### config.mk
export PLATFORM = sky130hd
export DESIGN_NAME = writeback_unit_flat
export DESIGN_NICKNAME = d
export VERILOG_FILES = /design/src/rtl/writeback_unit_if.sv /design/src/rtl/writeback_unit.sv /design/src/flat_wrapper.sv
export SDC_FILE = /design/constraint.sdc
export NUM_CORES = 1
export LEC_CHECK = 0
export BUFFER_PORTS_ARGS = -buffer_cell sky130_fd_sc_hd__buf_2
export CAP_MARGIN = 20
export CORE_MARGIN = 5
export CORE_UTILIZATION = 25
export CTS_BUF_LIST = sky130_fd_sc_hd__clkbuf_16
export DETAILED_ROUTE_END_ITERATION = 10
export HOLD_SLACK_MARGIN = 0.12
export MAX_ROUTING_LAYER = met4
export SETUP_SLACK_MARGIN = 0.05
export SLEW_MARGIN = 20
export SYNTH_ARGS = -nofsm -noshare
export SYNTH_HDL_FRONTEND = slang
export SYNTH_SLANG_ARGS = --single-unit
### constraint.sdc
create_clock -name clk -period 2.1 [get_ports clk]
set_input_delay 0.21 -clock clk [delete_from_list [all_inputs] [get_ports clk]]
set_output_delay 0.21 -clock clk [all_outputs]
set_load 0.05 [all_outputs]
### src/rtl/writeback_unit_if.sv
// rtl/writeback_unit_if.sv - Execute-to-writeback bundle and commit ports
// The writeback unit takes the slave modport; the Execute/memory/regfile side takes master.
interface writeback_unit_if #(
  parameter int ADDR_W = 64,
  parameter int DATA_W = 64
);
  logic              isExecuteSuccessfulIn;
  logic              killIn;
  logic [DATA_W-1:0] aluResultIn;
  logic [DATA_W-1:0] aluResultSpecialIn;
  logic [3:0]        destRegIn;
  logic              destRegValidIn;
  logic [3:0]        destRegSpecialIn;
  logic              destRegSpecialValidIn;
  logic              isMemoryAccessDestIn;
  logic [ADDR_W-1:0] memoryAddressDestIn;
  logic              memWriteAckIn;

  logic              wbStallOut;
  logic              regWriteEnOut;
  logic [3:0]        regWriteAddrOut;
  logic [DATA_W-1:0] regWriteDataOut;
  logic              regWriteSpecialEnOut;
  logic [3:0]        regWriteSpecialAddrOut;
  logic [DATA_W-1:0] regWriteSpecialDataOut;
  logic              memWriteReqOut;
  logic [ADDR_W-1:0] memWriteAddrOut;
  logic [DATA_W-1:0] memWriteDataOut;
  logic              haltOut;
  logic [63:0]       retiredCountOut;

  modport slave (
    input  isExecuteSuccessfulIn, killIn, aluResultIn, aluResultSpecialIn,
           destRegIn, destRegValidIn, destRegSpecialIn, destRegSpecialValidIn,
           isMemoryAccessDestIn, memoryAddressDestIn, memWriteAckIn,
    output wbStallOut, regWriteEnOut, regWriteAddrOut, regWriteDataOut,
           regWriteSpecialEnOut, regWriteSpecialAddrOut, regWriteSpecialDataOut,
           memWriteReqOut, memWriteAddrOut, memWriteDataOut, haltOut, retiredCountOut
  );

  modport master (
    output isExecuteSuccessfulIn, killIn, aluResultIn, aluResultSpecialIn,
           destRegIn, destRegValidIn, destRegSpecialIn, destRegSpecialValidIn,
           isMemoryAccessDestIn, memoryAddressDestIn, memWriteAckIn,
    input  wbStallOut, regWriteEnOut, regWriteAddrOut, regWriteDataOut,
           regWriteSpecialEnOut, regWriteSpecialAddrOut, regWriteSpecialDataOut,
           memWriteReqOut, memWriteAddrOut, memWriteDataOut, haltOut, retiredCountOut
  );
endinterface

### src/rtl/writeback_unit.sv
// rtl/writeback_unit.sv - commits Execute results to the register file and data memory
// Optional retired-instruction counter enabled by defining WB_RETIRE_COUNTER_EN.
module writeback_unit #(
  parameter int ADDR_W = 64,
  parameter int DATA_W = 64
) (
  input  logic            clk,
  input  logic            reset_n,
  writeback_unit_if.slave wb
);
  typedef enum logic [1:0] {
    ST_IDLE    = 2'd0,
    ST_MEM_REQ = 2'd1,
    ST_HALTED  = 2'd2
  } state_t;

  state_t            r_state;
  state_t            w_state_next;

  logic              w_capture;
  logic              w_kill_cap;
  logic              w_store_cap;
  logic              w_reg_cap;
  logic              w_ack;

  logic              w_a_en;
  logic              w_b_en;
  logic              w_req;
  logic              w_halt;

  logic              r_a_en;
  logic [3:0]        r_a_addr;
  logic [DATA_W-1:0] r_a_data;
  logic              r_b_en;
  logic [3:0]        r_b_addr;
  logic [DATA_W-1:0] r_b_data;
  logic              r_req;
  logic [ADDR_W-1:0] r_mem_addr;
  logic [DATA_W-1:0] r_mem_data;
  logic              r_halt;

  // Bundles are consumed only in IDLE; kill takes priority over any destination.
  assign w_capture   = (r_state == ST_IDLE) && wb.isExecuteSuccessfulIn;
  assign w_kill_cap  = w_capture && wb.killIn;
  assign w_store_cap = w_capture && !wb.killIn && wb.isMemoryAccessDestIn;
  assign w_reg_cap   = w_capture && !wb.killIn && !wb.isMemoryAccessDestIn;
  assign w_ack       = (r_state == ST_MEM_REQ) && wb.memWriteAckIn;

  always_ff @(posedge clk or negedge reset_n) begin
    if (!reset_n) begin
      r_state <= ST_IDLE;
    end else begin
      r_state <= w_state_next;
    end
  end

  always_comb begin
    w_state_next = r_state;
    case (r_state)
      ST_IDLE: begin
        if (w_kill_cap) begin
          w_state_next = ST_HALTED;
        end else if (w_store_cap) begin
          w_state_next = ST_MEM_REQ;
        end
      end
      ST_MEM_REQ: begin
        if (w_ack) begin
          w_state_next = ST_IDLE;
        end
      end
      ST_HALTED: w_state_next = ST_HALTED;
      default:   w_state_next = ST_IDLE;
    endcase
  end

  always_comb begin
    w_a_en = 1'b0;
    w_b_en = 1'b0;
    w_req  = 1'b0;
    w_halt = r_halt;
    // Port B wins a same-register collision, so port A is dropped.
    w_a_en = w_reg_cap && wb.destRegValidIn &&
             !(wb.destRegSpecialValidIn && (wb.destRegIn == wb.destRegSpecialIn));
    w_b_en = w_capture && !wb.killIn && wb.destRegSpecialValidIn;
    w_req  = w_store_cap || ((r_state == ST_MEM_REQ) && !wb.memWriteAckIn);
    w_halt = r_halt || w_kill_cap;
  end

  always_ff @(posedge clk or negedge reset_n) begin
    if (!reset_n) begin
      r_a_en     <= 1'b0;
      r_a_addr   <= '0;
      r_a_data   <= '0;
      r_b_en     <= 1'b0;
      r_b_addr   <= '0;
      r_b_data   <= '0;
      r_req      <= 1'b0;
      r_mem_addr <= '0;
      r_mem_data <= '0;
      r_halt     <= 1'b0;
    end else begin
      r_a_en <= w_a_en;
      r_b_en <= w_b_en;
      r_req  <= w_req;
      r_halt <= w_halt;
      if (w_a_en) begin
        r_a_addr <= wb.destRegIn;
        r_a_data <= wb.aluResultIn;
      end
      if (w_b_en) begin
        r_b_addr <= wb.destRegSpecialIn;
        r_b_data <= wb.aluResultSpecialIn;
      end
      if (w_store_cap) begin
        r_mem_addr <= wb.memoryAddressDestIn;
        r_mem_data <= wb.aluResultIn;
      end
    end
  end

`ifdef WB_RETIRE_COUNTER_EN
  logic        w_retire;
  logic [63:0] r_retired_count;

  // Stores retire when memory acknowledges, everything else at capture.
  assign w_retire = w_kill_cap || w_reg_cap || w_ack;

  always_ff @(posedge clk or negedge reset_n) begin
    if (!reset_n) begin
      r_retired_count <= 64'd0;
    end else if (w_retire) begin
      r_retired_count <= r_retired_count + 64'd1;
    end
  end

  assign wb.retiredCountOut = r_retired_count;
`else
  assign wb.retiredCountOut = 64'd0;
`endif

  assign wb.wbStallOut             = (r_state == ST_MEM_REQ) || (r_state == ST_HALTED);
  assign wb.regWriteEnOut          = r_a_en;
  assign wb.regWriteAddrOut        = r_a_addr;
  assign wb.regWriteDataOut        = r_a_data;
  assign wb.regWriteSpecialEnOut   = r_b_en;
  assign wb.regWriteSpecialAddrOut = r_b_addr;
  assign wb.regWriteSpecialDataOut = r_b_data;
  assign wb.memWriteReqOut         = r_req;
  assign wb.memWriteAddrOut        = r_mem_addr;
  assign wb.memWriteDataOut        = r_mem_data;
  assign wb.haltOut                = r_halt;
endmodule
### src/flat_wrapper.sv
// flat-port wrapper written by rule: the top's interface ports become plain ports
module writeback_unit_flat 
#(
  parameter int ADDR_W = 64,
  parameter int DATA_W = 64
)
  (clk, reset_n, wb_isExecuteSuccessfulIn, wb_killIn, wb_aluResultIn, wb_aluResultSpecialIn, wb_destRegIn, wb_destRegValidIn, wb_destRegSpecialIn, wb_destRegSpecialValidIn, wb_isMemoryAccessDestIn, wb_memoryAddressDestIn, wb_memWriteAckIn, wb_wbStallOut, wb_regWriteEnOut, wb_regWriteAddrOut, wb_regWriteDataOut, wb_regWriteSpecialEnOut, wb_regWriteSpecialAddrOut, wb_regWriteSpecialDataOut, wb_memWriteReqOut, wb_memWriteAddrOut, wb_memWriteDataOut, wb_haltOut, wb_retiredCountOut);
  writeback_unit_if #(.ADDR_W(ADDR_W), .DATA_W(DATA_W)) wb_i ();
  input  logic clk;
  input  logic reset_n;
  input wire logic [$bits(wb_i.isExecuteSuccessfulIn)-1:0] wb_isExecuteSuccessfulIn;
  input wire logic [$bits(wb_i.killIn)-1:0] wb_killIn;
  input wire logic [$bits(wb_i.aluResultIn)-1:0] wb_aluResultIn;
  input wire logic [$bits(wb_i.aluResultSpecialIn)-1:0] wb_aluResultSpecialIn;
  input wire logic [$bits(wb_i.destRegIn)-1:0] wb_destRegIn;
  input wire logic [$bits(wb_i.destRegValidIn)-1:0] wb_destRegValidIn;
  input wire logic [$bits(wb_i.destRegSpecialIn)-1:0] wb_destRegSpecialIn;
  input wire logic [$bits(wb_i.destRegSpecialValidIn)-1:0] wb_destRegSpecialValidIn;
  input wire logic [$bits(wb_i.isMemoryAccessDestIn)-1:0] wb_isMemoryAccessDestIn;
  input wire logic [$bits(wb_i.memoryAddressDestIn)-1:0] wb_memoryAddressDestIn;
  input wire logic [$bits(wb_i.memWriteAckIn)-1:0] wb_memWriteAckIn;
  output wire logic [$bits(wb_i.wbStallOut)-1:0] wb_wbStallOut;
  output wire logic [$bits(wb_i.regWriteEnOut)-1:0] wb_regWriteEnOut;
  output wire logic [$bits(wb_i.regWriteAddrOut)-1:0] wb_regWriteAddrOut;
  output wire logic [$bits(wb_i.regWriteDataOut)-1:0] wb_regWriteDataOut;
  output wire logic [$bits(wb_i.regWriteSpecialEnOut)-1:0] wb_regWriteSpecialEnOut;
  output wire logic [$bits(wb_i.regWriteSpecialAddrOut)-1:0] wb_regWriteSpecialAddrOut;
  output wire logic [$bits(wb_i.regWriteSpecialDataOut)-1:0] wb_regWriteSpecialDataOut;
  output wire logic [$bits(wb_i.memWriteReqOut)-1:0] wb_memWriteReqOut;
  output wire logic [$bits(wb_i.memWriteAddrOut)-1:0] wb_memWriteAddrOut;
  output wire logic [$bits(wb_i.memWriteDataOut)-1:0] wb_memWriteDataOut;
  output wire logic [$bits(wb_i.haltOut)-1:0] wb_haltOut;
  output wire logic [$bits(wb_i.retiredCountOut)-1:0] wb_retiredCountOut;
  assign wb_i.isExecuteSuccessfulIn = wb_isExecuteSuccessfulIn;
  assign wb_i.killIn = wb_killIn;
  assign wb_i.aluResultIn = wb_aluResultIn;
  assign wb_i.aluResultSpecialIn = wb_aluResultSpecialIn;
  assign wb_i.destRegIn = wb_destRegIn;
  assign wb_i.destRegValidIn = wb_destRegValidIn;
  assign wb_i.destRegSpecialIn = wb_destRegSpecialIn;
  assign wb_i.destRegSpecialValidIn = wb_destRegSpecialValidIn;
  assign wb_i.isMemoryAccessDestIn = wb_isMemoryAccessDestIn;
  assign wb_i.memoryAddressDestIn = wb_memoryAddressDestIn;
  assign wb_i.memWriteAckIn = wb_memWriteAckIn;
  assign wb_wbStallOut = wb_i.wbStallOut;
  assign wb_regWriteEnOut = wb_i.regWriteEnOut;
  assign wb_regWriteAddrOut = wb_i.regWriteAddrOut;
  assign wb_regWriteDataOut = wb_i.regWriteDataOut;
  assign wb_regWriteSpecialEnOut = wb_i.regWriteSpecialEnOut;
  assign wb_regWriteSpecialAddrOut = wb_i.regWriteSpecialAddrOut;
  assign wb_regWriteSpecialDataOut = wb_i.regWriteSpecialDataOut;
  assign wb_memWriteReqOut = wb_i.memWriteReqOut;
  assign wb_memWriteAddrOut = wb_i.memWriteAddrOut;
  assign wb_memWriteDataOut = wb_i.memWriteDataOut;
  assign wb_haltOut = wb_i.haltOut;
  assign wb_retiredCountOut = wb_i.retiredCountOut;
  writeback_unit #(.ADDR_W(ADDR_W), .DATA_W(DATA_W)) u_core (.clk(clk), .reset_n(reset_n), .wb(wb_i));
endmodule
After elaboration in Yosys (flattened, before gate mapping)
Index checks and enable logic that the tools add are counted.
{ "word_totals": {"reg_bits": 270, "input_bits": 208, "output_inout_bits": 333, "word_cells": 40} }
{ "classes": {"n_eq_ne": 5, "n_mux": 4, "reduce_logical": 20} }
{ "op_table": {"columns": ["operator", "count"], "rows": [
  ["logical AND 1 bit", 11],
  ["2-to-1 mux 2 bit", 3],
  ["one-hot mux 2 bit (3 select lines)", 1],
  ["equality test 4 bit", 1],
  ["logical NOT 1 bit", 4],
  ["logical OR 1 bit", 3],
  ["!= test 3 x 1 -> 1 bit, second input constant", 1],
  ["equality test 2 x 1 -> 1 bit, second input constant", 1],
  ["equality test 2 bit, second input constant", 1],
  ["logical NOT 2 bit", 1],
  ["!= test 2 x 1 -> 1 bit, second input constant", 1],
  ["AND reduction 2 bit", 1]
]} }

Longest topological paths before layout
{ "depth": {"depth_word": 7, "mapped_depth": 9, "mapped_depth_nobuf": 6} }

Worst setup path after synthesis
Ideal clock, no wire load.
{ "synth_path": {"path_type": "register -> register", "start": "register u_core.r_state[0]", "end": "register u_core.r_a_data[44] (netlist: u_core.wb.regWriteDataOut[44])", "setup_ns": 0.125, "t_arrival_ns": 1.777, "required_time_ns": 1.975, "setup_slack_ns": 0.198, "path_stages_with_launch": 9, "n_path_buf": 2, "period_less_slack_ns": 1.902, "cell_sequence": "dfrtp_1 inv_1 ha_1 and3b_1 and3b_2 o21ai_2 buf_6 buf_6 mux2_4"} }
{ "synth_via": {"elab_chain_cells": 6} }
{ "synth_lines": {"columns": ["element", "line", "text"], "rows": [
  ["start, declared", "writeback_unit.sv:17", "state_t r_state;"],
  ["start signal, assigned", "writeback_unit.sv:53", "r_state <= w_state_next;"],
  ["logical NOT 2 bit", "writeback_unit.sv:43", "assign w_capture = (r_state == ST_IDLE) && wb.isExecuteSuccessfulIn;"],
  ["logical AND 1 bit", "writeback_unit.sv:43", null],
  ["logical AND 1 bit (2 in series)", "writeback_unit.sv:46", "assign w_reg_cap = w_capture && !wb.killIn && !wb.isMemoryAccessDestIn;"],
  ["logical AND 1 bit (2 in series)", "writeback_unit.sv:83", "w_a_en = w_reg_cap && wb.destRegValidIn &&"],
  ["end signal, assigned", "writeback_unit.sv:109", "r_a_data <= wb.aluResultIn;"],
  ["end, declared", "writeback_unit.sv:33", "logic [DATA_W-1:0] r_a_data;"]
]} }
Every way passes these cells.
A chain may end at the register's enable or synchronous reset.

Worst setup path after layout
{ "layout_path": {"start": "register u_core.r_state[1]", "end": "register u_core.r_a_data[3] (netlist: u_core.wb.regWriteDataOut[3])"} }
The elaborated chain is that of the path after synthesis.

==> impl_results.md <==
* RD Place Congestion at 0.828
* Max H-tree Level at 1
* CTS clk-pin slew, worst paths at 0.06 ns
* CP peak stage delay at 0.36 ns
* Final Net Count at 1860
* Crit-path max FO at 16
* Commonest cells in the netlist: 390 x nand2_1, 270 x dfrtp_1, 116 x mux2_2
* Largest net degree at the start of global routing at 71
* Max VDD drop at 1.05 mV
* Gr ovfl total at 0
* Initial antenna violation count at 0
* Crit Path Class: register to register
* Fin crit share at 0.932
* Startpoint types: register
* Final worst setup slack at 0.142 ns
* Top cells by area, synth: dfrtp_1 63%, nand2_1 14%, mux2_2 12%
* Unrepaired setup endpoints after global routing: false
* Setup total negative slack at 0 ns
* Core region area at 42100 um2
* Worst-path cell chain: inv_1, ha_1, and3b_1, and3b_2, o21ai_4, buf_4, buf_12, mux2_2
* Leak at 0.00912 uW
* Count of different cell masters after synthesis at 28
* DR vias at 9114
* Cell with the most instances after synthesis: nand2_1
* Asr flop ratio synth at 1.00
* Min cycle time layout at 1.96 ns
* Clock Sink Count at 270
* FF-to-FF path depth at 8
* Slew HR at 0.565
* Clk buf depth at 3
* Place WS at 0.00934 ns
* Routed WL per cell at 16.1 um
* Slowest CP cell: dfrtp_1
* Hold Path Class: input pin to register
* Buffers on Ports at 476
* DR iter-0 viols at 399
* Final setup skew at 0.00904 ns
* Die Height at 217 um
* Area delta synth->final at 56.9%
* # IOs at 541
* Final WL at 35.7 mm
* Tot GR Track Use at 0.145
* Hold-critical path depth at 4
* # rows at 75
* R2R Path End: u_core.wb.regWriteDataOut[3]
* Dpl cells at 1944
* Placement Cell Area at 13800 um2
* Achievable clock frequency at 0.511 GHz
* CTS tree: done
* First-pass GRT wire length at 54.4 mm
* YS warnings at 0
* Post-synth EDFFs at 0
* Critical Path RT at 2.53 ns
* Root Buffer: clkbuf_16
* Dominant synthesized flop cell: dfrtp_1
* Pwr Density at 1750 nW/um2
* Final Hold Slack at 0.171 ns
* Synthesized cell area at 10700 um2
* Crit path capture type: register
* CTS buffer count at 29
* Ratio of cells with drive above 1 in the final layout at 0.424
* Post-synthesis cell count at 930
* Hold Crit Start: wb_destRegValidIn
* Post-synth top area cell: dfrtp_1
* Detail Placement HPWL at 24.6 mm
* Design area at 16800 um2
* Vias in the first global route at 9879
* Fin. max-slew vios at 0
* Status: complete, no violations
* DRC errors left at 0
* Syn avg cell area at 11.5 um2
* Antenna viol nets, final at 0
* Finished Layout Cells at 2212
* Worst slew pin tran at 0.652 ns
* Vias per cell at 4.12
* Register bit count reported by yosys at 270
* Final Hold Viols at 0
* Hold EP: u_core.wb.regWriteAddrOut[2]
* Max-cap violations at 0
* Seq/Total Area, Yosys at 0.631
* Synth top area share at 0.631
* CP arrival at 2.38 ns
* Die ar. at 47100 um2
* Latest clock arrival within the worst-skew pair at 0.54 ns
* Worst reg2reg path startpoint: u_core.r_state[1]
* Die Wd at 217 um
* First-pass DRT Iterations at 4
* Endpoints failing setup at 0
* Initial Util at 0.254
* Flop2flop setup slack at 0.14 ns
[cells by family (layout without fill, tap and decap cells)]
group / after synthesis / count (layout) / synth area share
other: 1 / 66 / 0.000350
adders and majority gates: 3 / 3 / 0.00350
muxes: 136 / 136 / 0.149
xor gates and xnor gates: 4 / 4 / 0.00327
buffers and inverters: 112 / 790 / 0.0665
AOI/OAI and AO/OA: 9 / 9 / 0.00607
DFF: 270 / 270 / 0.631
and+or+nand+nor: 395 / 395 / 0.140
[through the flow]
stage | utilization | total power [uW]
2_1_floorplan | - | 20500
3_3_place_gp | 0.327 | 24400
3_5_place_dp | 0.327 | 24600
4_1_cts | 0.397 | 29700
5_1_grt | 0.399 | 30900
6_report | 0.399 | 29500
[critical path, delay by kind of cell, from the launching register on]
kind | cells | cell delay [ns]
and+or+nand+nor | 2 | 0.43
buffers and inverters | 3 | 0.41
DFF | 1 | 0.36
muxes | 1 | 0.35
adders and majority gates | 1 | 0.19
AOI/OAI and AO/OA | 1 | 0.09
[cell type report]
type                    instances  area [um2]
fillers                      3979       25300
diodes                          2        5.00
inverters                       5        18.8
flip-flops and latches        270        6760
clock buffers                  29         726
well taps                     539         674
multi-input cells             611        3510
clock inverters                24         129
repair buffers                732        4990
[how the worst max path moves through the flow]
stage / start / end / slack [ns] / depth (start not counted)
final: u_core.r_state[1] / u_core.wb.regWriteDataOut[3] / 0.14 / 8
after detailed placement: wb_destRegSpecialIn[0] / u_core.wb.regWriteDataOut[14] / 0.009 / 7
after global placement: wb_destRegSpecialIn[0] / u_core.wb.regWriteDataOut[10] / 0.08 / 7
after floorplan: u_core.r_state[0] / u_core.wb.regWriteDataOut[44] / 0.20 / 8
after CTS: u_core.r_state[0] / u_core.wb.regWriteDataOut[26] / 0.06 / 7
after global routing: u_core.r_state[1] / u_core.wb.regWriteDataOut[3] / 0.04 / 8
[routing by layer]
| metal | part of all wire | vias to the layer above | global-route usage | wire (um) |
|---|---|---|---|---|
| met1 | 0.38 | 4389 | 0.164 | 13700 |
| met2 | 0.50 | 387 | 0.254 | 18000 |
| met3 | 0.074 | 77 | 0.0361 | 2650 |
| li1 | - | 4261 | - | - |
| met5 | 0 | - | - | 0 |
| met4 | 0.036 | 0 | 0.0476 | 1290 |
[power by group]
| group | total (uW) | switching, uW | internal (uW) |
|---|---|---|---|
| registers | 9030 | 1330 | 7700 |
| clock network | 4670 | 2060 | 2610 |
| logic | 15800 | 12100 | 3730 |
| total | 29500 | 15400 | 14000 |
[state kept, by name, summed over array words and instances, names as in the netlist]
name,flops
u_core.wb.memWriteAddrOut,64
u_core.wb.regWriteEnOut,1
u_core.wb.regWriteAddrOut,4
u_core.r_state,2
u_core.wb.regWriteSpecialDataOut,64
u_core.wb.regWriteDataOut,64
u_core.wb.memWriteReqOut,1
u_core.wb.regWriteSpecialEnOut,1
u_core.wb.memWriteDataOut,64
u_core.wb.haltOut,1
u_core.wb.regWriteSpecialAddrOut,4
[timing repair]
item / in CTS / in global routing
endpoints found under the setup margin: 25 / 105
gates resized for setup: 0 / 2
gates cloned: 0 / 1
endpoints found under the hold margin: 394 / 0
hold buffers: 206 / 0
buffers inserted: 1 / 5
[placed cells by master (no fill, tap or decap), types with 2 or more instances in the layout]
cell type,Yosys,layout
buf_12,0,11
a21oi_1,2,2
clkinv_1,0,8
xnor2_1,3,3
diode_2,0,2
ha_1,3,3
clkbuf_16,0,30
buf_2,23,475
dlygate4sd3_1,0,206
conb_1,1,64
mux2_4,19,19
nand2_4,0,2
mux2_2,116,116
clkinv_2,0,10
dfrtp_1,270,270
inv_1,5,10
buf_4,64,37
nand2_1,390,388
No activity file was read; power rests on OpenSTA's default activity.
